## src/rtl/jmp_seq_unit.sv

```systemverilog
// jmp_seq_unit: sequential branch-resolution unit.
// Decodes a jump instruction, samples the ALU flags at start, collects
// ADDR_W/DATA_W operand bytes (MSB first) and drives the new PC for one cycle.
// Optional hardware call/return stack: define JMP_CALL_STACK_EN.
module jmp_seq_unit #(
  parameter int unsigned ADDR_W      = 16,
  parameter int unsigned DATA_W      = 8,
  parameter int unsigned STACK_DEPTH = 4
) (
  input  logic              clk,
  input  logic              reset,
  input  logic [7:0]        cins,
  input  logic              start,
  input  logic [DATA_W-1:0] databus,
  input  logic              byte_valid,
  input  logic [ADDR_W-1:0] pcin,
  input  logic              zflag,
  input  logic              oflag,
  input  logic              cflag,
  input  logic              sflag,
  output logic              busy,
  output logic              done,
  output logic              pcoe,
  output logic [ADDR_W-1:0] pcout,
  output logic              stack_err
);

  localparam int unsigned NB    = ADDR_W / DATA_W;
  localparam int unsigned CNT_W = (NB > 1) ? $clog2(NB) : 1;
  localparam logic [CNT_W-1:0] LAST_BYTE = CNT_W'(NB - 1);

  typedef enum logic [1:0] {
    IDLE    = 2'd0,
    COLLECT = 2'd1,
    RESOLVE = 2'd2
  } state_e;

  typedef enum logic [1:0] {
    OP_JMP  = 2'b00,
    OP_CALL = 2'b01,
    OP_RET  = 2'b10,
    OP_RSV  = 2'b11
  } op_e;

  state_e            state_q, state_d;
  op_e               op_q, op_d;
  logic [3:0]        cond_q, cond_d;
  logic              rel_q, rel_d;
  logic              zf_q, zf_d;
  logic              of_q, of_d;
  logic              cf_q, cf_d;
  logic              sf_q, sf_d;
  logic [ADDR_W-1:0] shift_q, shift_d;
  logic [ADDR_W-1:0] base_q, base_d;
  logic [CNT_W-1:0]  cnt_q, cnt_d;

  logic              cond_met;
  logic [ADDR_W-1:0] target;

  // cins[7] carries no meaning; parameter only matters with the stack build
  logic unused_sink;
  assign unused_sink = ^{1'b0, cins[7], (STACK_DEPTH > 1)};

`ifdef JMP_CALL_STACK_EN
  localparam int unsigned SP_W  = $clog2(STACK_DEPTH) + 1;
  localparam int unsigned IDX_W = SP_W - 1;

  logic [SP_W-1:0]   sp_q, sp_d;
  logic [ADDR_W-1:0] stack_mem_q [STACK_DEPTH];
  logic              push, pop;
  logic              stk_full, stk_empty;
  logic [IDX_W-1:0]  top_idx;

  assign stk_full  = (sp_q == SP_W'(STACK_DEPTH));
  assign stk_empty = (sp_q == '0);
  assign top_idx   = IDX_W'(sp_q - 1'b1);

  // Stack pointer: counts live entries, emptied by reset
  always_ff @(posedge clk or negedge reset) begin
    if (!reset) sp_q <= '0;
    else        sp_q <= sp_d;
  end

  // Stack storage: the pushed return address is the latched base
  always_ff @(posedge clk) begin
    if (push) stack_mem_q[sp_q[IDX_W-1:0]] <= base_q;
  end

  // Stack pointer next value
  always_comb begin
    sp_d = sp_q;
    if (push)     sp_d = sp_q + 1'b1;
    else if (pop) sp_d = sp_q - 1'b1;
  end
`endif

  // State and operand registers
  always_ff @(posedge clk or negedge reset) begin
    if (!reset) begin
      state_q <= IDLE;
      op_q    <= OP_JMP;
      cond_q  <= '0;
      rel_q   <= 1'b0;
      zf_q    <= 1'b0;
      of_q    <= 1'b0;
      cf_q    <= 1'b0;
      sf_q    <= 1'b0;
      shift_q <= '0;
      base_q  <= '0;
      cnt_q   <= '0;
    end else begin
      state_q <= state_d;
      op_q    <= op_d;
      cond_q  <= cond_d;
      rel_q   <= rel_d;
      zf_q    <= zf_d;
      of_q    <= of_d;
      cf_q    <= cf_d;
      sf_q    <= sf_d;
      shift_q <= shift_d;
      base_q  <= base_d;
      cnt_q   <= cnt_d;
    end
  end

  // Next-state: instruction latch, byte collection, single resolve cycle
  always_comb begin
    state_d = state_q;
    op_d    = op_q;
    cond_d  = cond_q;
    rel_d   = rel_q;
    zf_d    = zf_q;
    of_d    = of_q;
    cf_d    = cf_q;
    sf_d    = sf_q;
    shift_d = shift_q;
    base_d  = base_q;
    cnt_d   = cnt_q;
    unique case (state_q)
      IDLE: begin
        if (start) begin
          op_d    = op_e'(cins[6:5]);
          cond_d  = cins[3:0];
          rel_d   = cins[4];
          zf_d    = zflag;
          of_d    = oflag;
          cf_d    = cflag;
          sf_d    = sflag;
          shift_d = '0;
          cnt_d   = '0;
          state_d = (op_e'(cins[6:5]) == OP_RET) ? RESOLVE : COLLECT;
        end
      end
      COLLECT: begin
        if (byte_valid) begin
          shift_d = (shift_q << DATA_W) | ADDR_W'(databus);
          if (cnt_q == LAST_BYTE) begin
            cnt_d   = '0;
            base_d  = pcin;
            state_d = RESOLVE;
          end else begin
            cnt_d = cnt_q + 1'b1;
          end
        end
      end
      RESOLVE: state_d = IDLE;
      default: state_d = IDLE;
    endcase
  end

  // Condition evaluation against the flags sampled at start
  always_comb begin
    cond_met = 1'b0;
    unique case (cond_q)
      4'd0:    cond_met = 1'b1;
      4'd1:    cond_met = zf_q;
      4'd2:    cond_met = !zf_q;
      4'd3:    cond_met = cf_q;
      4'd4:    cond_met = cf_q | zf_q;
      4'd5:    cond_met = !(cf_q | zf_q);
      4'd6:    cond_met = !cf_q;
      4'd7:    cond_met = of_q ^ sf_q;
      4'd8:    cond_met = (of_q ^ sf_q) | zf_q;
      4'd9:    cond_met = !(of_q ^ sf_q) & !zf_q;
      4'd10:   cond_met = !(of_q ^ sf_q);
      default: cond_met = 1'b0;
    endcase
  end

  // Outputs: completion pulse, PC load and optional stack push/pop
  always_comb begin
    busy      = (state_q != IDLE);
    done      = 1'b0;
    pcoe      = 1'b0;
    pcout     = '0;
    stack_err = 1'b0;
    target    = rel_q ? (base_q + shift_q) : shift_q;
`ifdef JMP_CALL_STACK_EN
    push      = 1'b0;
    pop       = 1'b0;
`endif
    if (state_q == RESOLVE) begin
      done = 1'b1;
      unique case (op_q)
        OP_JMP: pcoe = cond_met;
`ifdef JMP_CALL_STACK_EN
        OP_CALL: begin
          if (cond_met) begin
            if (stk_full) stack_err = 1'b1;
            else begin
              pcoe = 1'b1;
              push = 1'b1;
            end
          end
        end
        OP_RET: begin
          if (cond_met) begin
            if (stk_empty) stack_err = 1'b1;
            else begin
              pcoe   = 1'b1;
              pop    = 1'b1;
              target = stack_mem_q[top_idx];
            end
          end
        end
`else
        OP_CALL: pcoe = cond_met;
        OP_RET:  pcoe = 1'b0;
`endif
        default: pcoe = 1'b0;
      endcase
      if (pcoe) pcout = target;
    end
  end

endmodule

```

## config.mk

```make
export PLATFORM = sky130hd
export DESIGN_NAME = jmp_seq_unit
export DESIGN_NICKNAME = d
export VERILOG_FILES = /design/src/rtl/jmp_seq_unit.sv
export SDC_FILE = /design/constraint.sdc
export NUM_CORES = 1
export LEC_CHECK = 0
export CORE_MARGIN = 4
export CORE_UTILIZATION = 55
export CTS_BUF_LIST = sky130_fd_sc_hd__clkbuf_2 sky130_fd_sc_hd__clkbuf_4 sky130_fd_sc_hd__clkbuf_8
export DETAILED_ROUTE_END_ITERATION = 10
export MAX_ROUTING_LAYER = met4
export PLACE_DENSITY_LB_ADDON = 0.12
export SETUP_SLACK_MARGIN = 0.05
export SLEW_MARGIN = 25
export SYNTH_ARGS = -nofsm -noshare
export SYNTH_HDL_FRONTEND = slang
export SYNTH_SLANG_ARGS = --single-unit
```

## constraint.sdc

```tcl
create_clock -name clk -period 6 [get_ports clk]
set_input_delay 1.8 -clock clk [delete_from_list [all_inputs] [get_ports clk]]
set_output_delay 1.8 -clock clk [all_outputs]
set_load 0.005 [all_outputs]
```

==> flow_summary.toml <==
[outcome]
status = "finished, final reports clean"

[drt]
avgViaCountPerCell = 5.79
drc = 0
final_antenna_net_count = 0
vias = 2364
first_pass_iters = 4
routed_wirelength_microns = 6570
drtIter0Drc = 175
wl_per_cell_microns = 16.1

[critical_path]
cp_slowest_cell = "clkdlybuf4s50_1"
crit_chain = "ha_1 > and2_1 > a221oi_1 > a21o_1 > nand3_1 > or2_2 > a31oi_1 > clkdlybuf4s50_1"
crit_path_end_kind = "output port"
critPathMaxFanout = 4
crit_arrival_ns = 3.20
max_stage_delay_ns = 0.52
reg2reg_depth = 4
cp.required_ns = 4.20
start_kind = "flip-flop"
critPathKind = "flip-flop to output port"

[floorplan]
dieArea_sq_mm = 0.00644
initial_core_util_pct = 56.6
core-area_sq_mm = 0.00507
rows = 26
die_y_microns = 80.2
fp.dieW_microns = 80.2
ios = 60

[clock_tree]
cts.sinks = 45
clk_latency_ns = 0.29
clkTransAtPathRegs_ns = 0.09
cts.root.buffer_cell = "clkbuf_8"
cts_tree = "built"
numCtsBuffers = 5
post-cts-setup-buffers = 0
clk_path_buf_depth = 2
cts_resized = 0
hold_buffers = 0
cts_max_level = 2

[global_routing]
grt_pass1_vias = 2339
antenna_found_initial = 0
grt_first_pass_wirelength_microns = 11200
grtUsageTotal_pct = 23.3
overflow = 0
grt_max_degree = 46

[cells_and_area]
fillers = 430
syn_to_final_growth_pct = 23.9
diodes = 0
layout-drive-gt1-share_pct = 12.7
layout.area.seq_sq_mm = 0.00113
nNetsFinal = 394
multi_input_comb_area_sq_mm = 0.00165

[power]
p_sw_mw = 0.755
p_comb_share_pct = 54.0
power_frac_seq_pct = 35.5
intPower_mw = 1.03
leakage_nw = 1.56
clockPowerShare_pct = 10.5
p_sw_share_pct = 42.4
max-vdd-ir-drop_mv = 0.307
p_per_area_mw_per_mm2 = 501

[sta]
period_needed_ns = 5.00
maxSlewHeadroom_pct = 35.7
whs_ns = 0.515
hold_viol_final = 0
rsz0062_at_grt = "false"
setup_viol = 0
finalSetupTns_ns = 0
clock.fmax_ghz = 0.200
final.setup.worst_slack_ns = 0.996
fin_skew_ns = 0.00766
drv_slew = 0
tightest_slew_ns = 0.961
period_share_pct = 83.4

[placed_design]
dp_hpwl_microns = 4950
numPortBuffers = 57
gp_congestion = 0.918
pre_cts_ws_ns = 1.29

[synthesis]
syn_nets = 341
synth_edf_count = 0
ys_types = 52
yosysTopAreaCell = "dfrtp_1"
syn_area_per_cell_sq_um = 10.1
ys.flop_type = "dfrtp_1"
synth_seq_cells = 45
postSynthCellCount = 285
synth_warnings = 0
synth_area_leaders = "dfrtp_1 (39%), mux2_2 (11%), ha_1 (6.5%)"
synth_common_cells = "dfrtp_1 (45), mux2_2 (27), nor2_1 (21)"
syn_area_sq_mm = 0.00287
yosysMostFrequentCell = "dfrtp_1"
async_flop_share_pct = 100
yosysTopAreaCellShare_pct = 39.2
synth_seq_area_share_pct = 39.2

[min_path]
min_path_cells = 1
hold_path_class = "flip-flop to flip-flop"

[job]
drv_cap = 0
==> sequential cells by signal, indices dropped and copies added, names as in the netlist <==
name     count
shift_q     16
base_q      16
cnt_q        1
op_q         1
sf_q         1
zf_q         1
rel_q        1
cf_q         1
of_q         1
cond_q       4
state_q      2
==> placed cells by master, fill, tap and decap left out, types with 6 or more instances in the layout <==
cell type / synthesis / routed
a22o_1: 16 / 16
ha_1: 15 / 15
nand2_1: 20 / 20
a21oi_1: 17 / 17
inv_1: 11 / 11
nor2_1: 21 / 20
mux2i_1: 8 / 8
a21o_1: 8 / 8
clkdlybuf4s50_1: 0 / 56
o21ai_0: 11 / 11
nand3_1: 6 / 6
dfrtp_1: 45 / 45
mux2_2: 27 / 27
==> worst max-delay path: cells and delay by family, from the launching register on <==
kind | cells | cell delay (ns)
AO/OA/AOI/OAI | 3 | 0.82
AND/OR/NAND/NOR | 3 | 0.75
buffers and inverters | 1 | 0.52
flip-flops | 1 | 0.45
adder cells (fa/ha/maj) | 1 | 0.37
==> routing by layer <==
| metal | up-vias | part of all wire [%] | GRT usage, % |
|---|---|---|---|
| met5 | - | 0 | - |
| met4 | 0 | 1.9 | 6.42 |
| met3 | 9 | 5.5 | 4.26 |
| met2 | 66 | 46 | 36.7 |
| met1 | 1124 | 46 | 31.1 |
| li1 | 1165 | - | - |
==> through the flow <==
stage / total power [mW] / std cells / util (%) / cell area, sq um
after floorplan: 1.35 / 285 / - / 2870
after global placement: 1.55 / 401 / 68.3 / 3470
after detailed placement: 1.59 / 401 / 68.3 / 3470
after CTS: 1.78 / 408 / 70.0 / 3550
after global routing: 1.96 / 408 / 70.1 / 3560
final: 1.78 / 408 / 70.1 / 3560
==> power by group through the flow <==
stage          registers [mW]  clock network (mW)  logic, mW
6_report                0.632               0.187      0.962
5_1_grt                 0.658               0.211       1.09
4_1_cts                 0.629               0.192      0.959
3_5_place_dp            0.635                   0      0.955
3_3_place_gp            0.628                   0      0.924
2_1_floorplan           0.556                   0      0.797
==> worst paths after layout <==
path                             from         end  slack [ns]
max reg2reg                state_q[0]       cnt_q        3.67
min                        state_q[1]  state_q[1]        0.52
min in group asynchronous       reset  base_q[12]        1.49
max in group asynchronous       reset   base_q[6]        4.10
min reg2reg                state_q[1]  state_q[1]        0.52
max                        shift_q[3]   pcout[11]         1.0
==> area by class of cell <==
type	count	share of cell area [%]
timing repair buffer	57	16.0
sequential	45	31.7
inverter	11	1.16
clock buffer	6	2.15
multi-input combinational	218	46.3
tap	70	2.46
clock inverter	1	0.246
==> cells by family (layout without fill, tap and decap cells) <==
family / count (synthesis) / after routing / share of synthesized area [%]
compound gates: 83 / 83 / 21.3
simple gates: 77 / 77 / 13.4
flops: 45 / 45 / 39.2
mux: 35 / 35 / 13.4
buf+inv: 22 / 75 / 3.44
fa+ha+maj: 16 / 16 / 7.24
xor+xnor: 6 / 6 / 1.83
other cells: 1 / 1 / 0.131
(Power assumes the default switching activity.)
